===== config.mk =====
export PLATFORM = sky130hd
export DESIGN_NAME = margin_pipeline_flat
export DESIGN_NICKNAME = d
export VERILOG_FILES = /design/src/rtl/margin_pkg.sv /design/src/rtl/margin_pipeline_if.sv /design/src/rtl/top2_merge.sv /design/src/rtl/margin_pipeline.sv /design/src/flat_wrapper.sv
export SDC_FILE = /design/constraint.sdc
export NUM_CORES = 2
export LEC_CHECK = 0
export ABC_CLOCK_PERIOD_IN_PS = 19400
export BUFFER_PORTS_ARGS = -buffer_cell sky130_fd_sc_hd__clkbuf_2
export CORE_MARGIN = 4
export CORE_UTILIZATION = 50
export CTS_CLUSTER_SIZE = 40
export DETAILED_ROUTE_END_ITERATION = 8
export PLACE_DENSITY = 0.72
export SYNTH_ARGS = -nofsm -noshare
export SYNTH_HDL_FRONTEND = slang
export SYNTH_SLANG_ARGS = --single-unit

===== constraint.sdc =====
create_clock -name clk -period 19.4 [get_ports clk]
set_clock_uncertainty 0.2 [all_clocks]
set_input_delay 0.97 -clock clk [delete_from_list [all_inputs] [get_ports clk]]
set_output_delay 0.97 -clock clk [all_outputs]
set_load 0.05 [all_outputs]

===== src/rtl/margin_pkg.sv =====
// Shared types for the margin pipeline: score/index widths and the top-2 tuple.
// MRGN_ARGMAX_EN adds the top1 class index (idx1) to each tuple.
package margin_pkg;
    localparam int N_CLASSES   = 8;
    localparam int PROB_W      = 32;
    localparam int DATA_LENGTH = 160;
    localparam int IDX_W       = $clog2(DATA_LENGTH);
    localparam int CLS_W       = $clog2(N_CLASSES);
    localparam int DIN_W       = N_CLASSES * PROB_W;

    typedef struct packed {
        logic [PROB_W-1:0] max1;
        logic [PROB_W-1:0] max2;
`ifdef MRGN_ARGMAX_EN
        logic [CLS_W-1:0]  idx1;
`endif
    } top2_t;

    localparam top2_t TOP2_EMPTY = '0;

    // A single class score seen as a tuple with no runner-up yet.
    function automatic top2_t leaf_tuple(input logic [PROB_W-1:0] score, input int cls);
        top2_t t;
        t = TOP2_EMPTY;
        t.max1 = score;
`ifdef MRGN_ARGMAX_EN
        t.idx1 = CLS_W'(cls);
`endif
        return t;
    endfunction
endpackage


===== src/rtl/margin_pipeline_if.sv =====
// Sample-in / margin-out bundle between the controller (master) and the pipeline (slave).
// Argmax exists only when MRGN_ARGMAX_EN is defined.
interface margin_pipeline_if;
    logic                          En;
    logic                          Clear;
    logic                          In_Valid;
    logic [margin_pkg::DIN_W-1:0]  Din;
    logic                          Out_Valid;
    logic [margin_pkg::PROB_W-1:0] Margin;
    logic [margin_pkg::IDX_W-1:0]  Out_Indx;
`ifdef MRGN_ARGMAX_EN
    logic [margin_pkg::CLS_W-1:0]  Argmax;
`endif

    modport master (
        output En, Clear, In_Valid, Din,
        input  Out_Valid, Margin, Out_Indx
`ifdef MRGN_ARGMAX_EN
        , Argmax
`endif
    );

    modport slave (
        input  En, Clear, In_Valid, Din,
        output Out_Valid, Margin, Out_Indx
`ifdef MRGN_ARGMAX_EN
        , Argmax
`endif
    );
endinterface


===== src/rtl/top2_merge.sv =====
// Combinational merge of two top-2 tuples; a holds the lower classes and wins ties.
module top2_merge
    import margin_pkg::*;
(
    input  top2_t a,
    input  top2_t b,
    output top2_t y
);
    always_comb begin
        y = TOP2_EMPTY;
        if (a.max1 >= b.max1) begin
            y      = a;
            y.max2 = (b.max1 > a.max2) ? b.max1 : a.max2;
        end else begin
            y      = b;
            y.max2 = (a.max1 > b.max2) ? a.max1 : b.max2;
        end
    end
endmodule


===== src/rtl/margin_pipeline.sv =====
// Three-stage top1-top2 margin tree (8 -> 4 -> 2 -> 1) with per-sample index tagging.
// Optional MRGN_ARGMAX_EN carries the winning class to the Argmax output.
module margin_pipeline
    import margin_pkg::*;
(
    input  logic              clk,
    input  logic              rst,
    margin_pipeline_if.slave  bus
);
    localparam logic [IDX_W-1:0] IDX_LAST = IDX_W'(DATA_LENGTH - 1);

    top2_t leaf   [N_CLASSES];
    top2_t s1_next[4];
    top2_t s1_q   [4];
    top2_t s2_next[2];
    top2_t s2_q   [2];
    top2_t s3_next;

    logic             s1_valid, s2_valid, out_valid;
    logic [IDX_W-1:0] indx_cnt, s1_indx, s2_indx, out_indx;
    logic [PROB_W-1:0] margin;
`ifdef MRGN_ARGMAX_EN
    logic [CLS_W-1:0] argmax;
`endif

    for (genvar c = 0; c < N_CLASSES; c++) begin : g_leaf
        assign leaf[c] = leaf_tuple(bus.Din[c*PROB_W +: PROB_W], c);
    end

    for (genvar p = 0; p < 4; p++) begin : g_s1
        top2_merge u_merge (.a(leaf[2*p]), .b(leaf[2*p+1]), .y(s1_next[p]));
    end

    for (genvar p = 0; p < 2; p++) begin : g_s2
        top2_merge u_merge (.a(s1_q[2*p]), .b(s1_q[2*p+1]), .y(s2_next[p]));
    end

    top2_merge u_s3 (.a(s2_q[0]), .b(s2_q[1]), .y(s3_next));

    // Data registers load only behind a valid, so bubbles leave the outputs untouched.
    always_ff @(posedge clk or posedge rst) begin
        if (rst) begin
            s1_valid  <= 1'b0;
            s2_valid  <= 1'b0;
            out_valid <= 1'b0;
            indx_cnt  <= '0;
            s1_indx   <= '0;
            s2_indx   <= '0;
            out_indx  <= '0;
            margin    <= '0;
`ifdef MRGN_ARGMAX_EN
            argmax    <= '0;
`endif
            for (int i = 0; i < 4; i++) s1_q[i] <= TOP2_EMPTY;
            for (int i = 0; i < 2; i++) s2_q[i] <= TOP2_EMPTY;
        end else if (bus.Clear) begin
            s1_valid  <= 1'b0;
            s2_valid  <= 1'b0;
            out_valid <= 1'b0;
            indx_cnt  <= '0;
        end else if (bus.En) begin
            s1_valid  <= bus.In_Valid;
            s2_valid  <= s1_valid;
            out_valid <= s2_valid;
            if (bus.In_Valid) begin
                s1_q     <= s1_next;
                s1_indx  <= indx_cnt;
                indx_cnt <= (indx_cnt == IDX_LAST) ? '0 : indx_cnt + 1'b1;
            end
            if (s1_valid) begin
                s2_q    <= s2_next;
                s2_indx <= s1_indx;
            end
            if (s2_valid) begin
                margin   <= s3_next.max1 - s3_next.max2;
                out_indx <= s2_indx;
`ifdef MRGN_ARGMAX_EN
                argmax   <= s3_next.idx1;
`endif
            end
        end
    end

    assign bus.Out_Valid = out_valid;
    assign bus.Margin    = margin;
    assign bus.Out_Indx  = out_indx;
`ifdef MRGN_ARGMAX_EN
    assign bus.Argmax    = argmax;
`endif
endmodule


===== src/flat_wrapper.sv =====
// flat-port wrapper written by rule: the top's interface ports become plain ports
module margin_pipeline_flat import margin_pkg::*;
  (clk, rst, bus_En, bus_Clear, bus_In_Valid, bus_Din, bus_Out_Valid, bus_Margin, bus_Out_Indx);
  margin_pipeline_if bus_i ();
  input  logic clk;
  input  logic rst;
  input wire logic [$bits(bus_i.En)-1:0] bus_En;
  input wire logic [$bits(bus_i.Clear)-1:0] bus_Clear;
  input wire logic [$bits(bus_i.In_Valid)-1:0] bus_In_Valid;
  input wire logic [$bits(bus_i.Din)-1:0] bus_Din;
  output wire logic [$bits(bus_i.Out_Valid)-1:0] bus_Out_Valid;
  output wire logic [$bits(bus_i.Margin)-1:0] bus_Margin;
  output wire logic [$bits(bus_i.Out_Indx)-1:0] bus_Out_Indx;
  assign bus_i.En = bus_En;
  assign bus_i.Clear = bus_Clear;
  assign bus_i.In_Valid = bus_In_Valid;
  assign bus_i.Din = bus_Din;
  assign bus_Out_Valid = bus_i.Out_Valid;
  assign bus_Margin = bus_i.Margin;
  assign bus_Out_Indx = bus_i.Out_Indx;
  margin_pipeline u_core (.clk(clk), .rst(rst), .bus(bus_i));
endmodule

==> results.yml <==
sta:
  rsz0062_at_grt: "false"
  hold_viol: 0
  max_freq_ghz: 0.156
  setup_viol_count_final: 0
  fin_crit_ps: 6430
  setup-tns-final_ps: 0
  slew_headroom_pct: 24.7
  period_share_pct: 33.1
  worstMarginPinSlew_ps: 1130
  final_max_slew_viol_count: 0
routing:
  viasPerCell: 5.82
  drc: 0
  via_count: 29300
  wl_per_cell_um: 20.4
  drtAntennaViolNets: 0
  drt-total-wl_um: 103000
  drt_pre_antenna_iters: 6
  drt-initial-drc-count: 2440
synthesis:
  synthAdderAreaFrac_pct: 16.4
  synthMuxAreaShare_pct: 11.8
  synth_top_family_by_area: "compound AO/OA/AOI/OAI gates"
  yosysMostFrequentCell: "nand2_1"
  synthCells: 3932
  synth_warnings: 0
  synth_edf_count: 0
  synth_async_sr_flop_share_pct: 100
  syn_area_mm2: 0.0342
  synth_area_leader_cell: "dfrtp_1"
  synthXorXnorAreaFrac_pct: 0.870
  synth_area_leaders: "dfrtp_1 33%, ha_1 16%, mux2i_1 10%"
  synthSimpleGateAreaFrac_pct: 11.6
  synth_compound_area_share_pct: 19.1
  synth_cell_types: 63
  ys.flop_type: "dfrtp_1"
  syn_avg_cell_area_um2: 8.71
  synth_top_area_share_pct: 33.0
  ys_seq_elements: 451
  syn_nets: 4642
  ys_seq_area_share_pct: 33.0
  synth.top_cells.by_count: "594 x nand2_1, 451 x dfrtp_1, 448 x ha_1"
global_route:
  grt_pass1_vias: 28500
  grt_pass1_wl_um: 162000
  antenna_found_initial: 6
  track_usage_pct: 27.7
  grt_overflow: 0
  grt_max_degree: 157
final_layout:
  multiInputGateArea_mm2: 0.0206
  fin_util_pct: 56.7
  num-fill-cells: 6113
  seq_area_mm2: 0.0113
  drive_gt1_share_pct: 11.6
  nets: 4822
  finalNonFillerCells: 5032
  areaGrowthSynthToFinish_pct: 11.8
  design_area_mm2: 0.0383
job:
  maxCapViolCount: 0
die:
  io_pins: 302
  dieHeight_um: 270
  initial_core_util_pct: 50.7
  core_area_mm2: 0.0675
  die_w_um: 270
  fp-row-count: 95
  die_area_mm2: 0.0727
placed_design:
  dp.cells: 4932
  gp_congestion: 0.983
  io_buffers: 301
  dpl_cell_area_mm2: 0.0364
  hpwl_um: 81800
worst_setup_path:
  reg2reg_depth: 20
  path_class: "reg -> reg"
  cp-startpoint: "u_core.s2_q[123]$_DFFE_PP0P_"
  worst_ep_arrival_time_ps: 6710
  start_kind: "flip-flop"
  r2r-start: "u_core.s2_q[123]$_DFFE_PP0P_"
  worstPathRequired_ps: 19680
  cp-end-kind: "flip-flop"
  critPathMaxFanout: 29
clocking:
  cts-htree-levels: 2
  tritoncts: "built"
  clock-sinks: 451
  path_clk_slew_ps: 70
  clock_latency_ps: 630
  clockRootBuffer: "clkbuf_16"
  cts_resized: 0
  cts_hold_buf: 0
  postCtsSetupBuffers: 0
  clockBufferDepth: 3
  cts_buffers: 51
power:
  leakage_uw: 0.0203
  ir_drop_mv: 0.106
  total_power_uw: 6000
  p_per_area_mw_per_mm2: 157
worst_hold_path:
  min_path_type: "in -> async"
run_status:
  outcome: "finished, final reports clean"
## final timing paths
kind / end / slack [ps]
max in group asynchronous: u_core.s1_q[112]$_DFFE_PP0P_ / 17230
min reg2reg: u_core.s2_indx[0]$_DFFE_PP0P_ / 270
min: u_core.bus.Margin[13]$_DFFE_PP0P_ / 250
max reg2reg: u_core.bus.Margin[31]$_DFFE_PP0P_ / 12970
min in group clk: u_core.s2_indx[0]$_DFFE_PP0P_ / 270
max: u_core.bus.Margin[31]$_DFFE_PP0P_ / 12970
## sequential cells by signal (all words and copies together), names as in the netlist
register and cells:
u_core.bus.Margin 32, u_core.bus.Out_Indx 8, u_core.bus.Out_Valid 1, u_core.indx_cnt 8, u_core.s1_indx 8, u_core.s1_q 256
u_core.s1_valid 1, u_core.s2_indx 8, u_core.s2_q 128, u_core.s2_valid 1
## placed cells by master, fill, tap and decap left out, types with 7 or more instances in the layout
cell type     n
clkbuf_16    52
o21a_1       16
dfrtp_1     451
bufinv_16    10
nand2_1     591
nand3_1      33
nor3_1       16
nand4_1      73
nand2b_1     29
o221ai_1     65
mux2_2       40
clkinvlp_4    7
mux2i_1     358
a211oi_1     16
buf_4        30
o21ai_0     359
clkbuf_8      7
clkbuf_2    301
xnor2_1      14
a21oi_1     174
xor2_1       20
and3_1        9
ha_1        448
o21ai_1      98
clkinv_2     10
a21o_1      104
inv_1       426
nor2b_1      22
o311a_1      65
or3_1         7
o211ai_1     77
nor2_1      118
## per-stage QoR
| step | worst slack, ps | hold WS [ps] |
|---|---|---|
| finish | 12970 | 249 |
| global route | 12610 | 296 |
| CTS | 13030 | 271 |
| detailed placement | 13090 | 252 |
| global placement | 13190 | 255 |
| floorplan | 5660 | 239 |
## critical path, stage by stage, from the launching register on
cell	delay, ps
dfrtp_1	430
ha_1	340
nand4_1	220
or4_1	610
o31ai_1	260
o22ai_1	130
a21oi_2	400
buf_4	470
mux2_2	380
o21ai_0	340
ha_1	310
nand2b_1	90
a21oi_1	120
o21ai_1	210
a21oi_1	150
o31a_1	400
a21bo_1	220
a211oi_1	340
o31a_1	230
nor4_1	60
or3b_1	370
## per-layer routing
metal / share of wire (%) / wire (um) / GRT usage (%)
met1: 46 / 47300 / 39.5
met2: 44 / 45100 / 43.2
met3: 6.4 / 6600 / 4.37
met4: 3.6 / 3680 / 9.18
met5: 0.026 / 27 / 0
## power breakdown
| group | switching (uW) | leakage [uW] | internal, uW |
|---|---|---|---|
| Combinational | 2110 | 0.0138 | 1320 |
| Sequential | 278 | 0.00561 | 1190 |
| Clock | 436 | 0.000916 | 656 |
| Total | 2820 | 0.0203 | 3170 |
## final cells by class
type	count	area share, %
Multi-Input combinational cell	2849	53.9
Timing Repair Buffer	332	4.58
Inverter	427	4.21
Tap cell	873	2.85
Sequential cell	451	29.5
Clock buffer	63	3.69
Clock inverter	33	1.27
Antenna cell	4	0.0262
## cells by family after synthesis
group | Yosys count
multiplexers | 399
AO/OA/AOI/OAI | 1042
AND/OR/NAND/NOR | 925
adder cells (fa/ha/maj) | 449
XOR/XNOR | 34
flip-flops | 451
buffers and inverters | 632
Power figures use the tool's default switching activity.
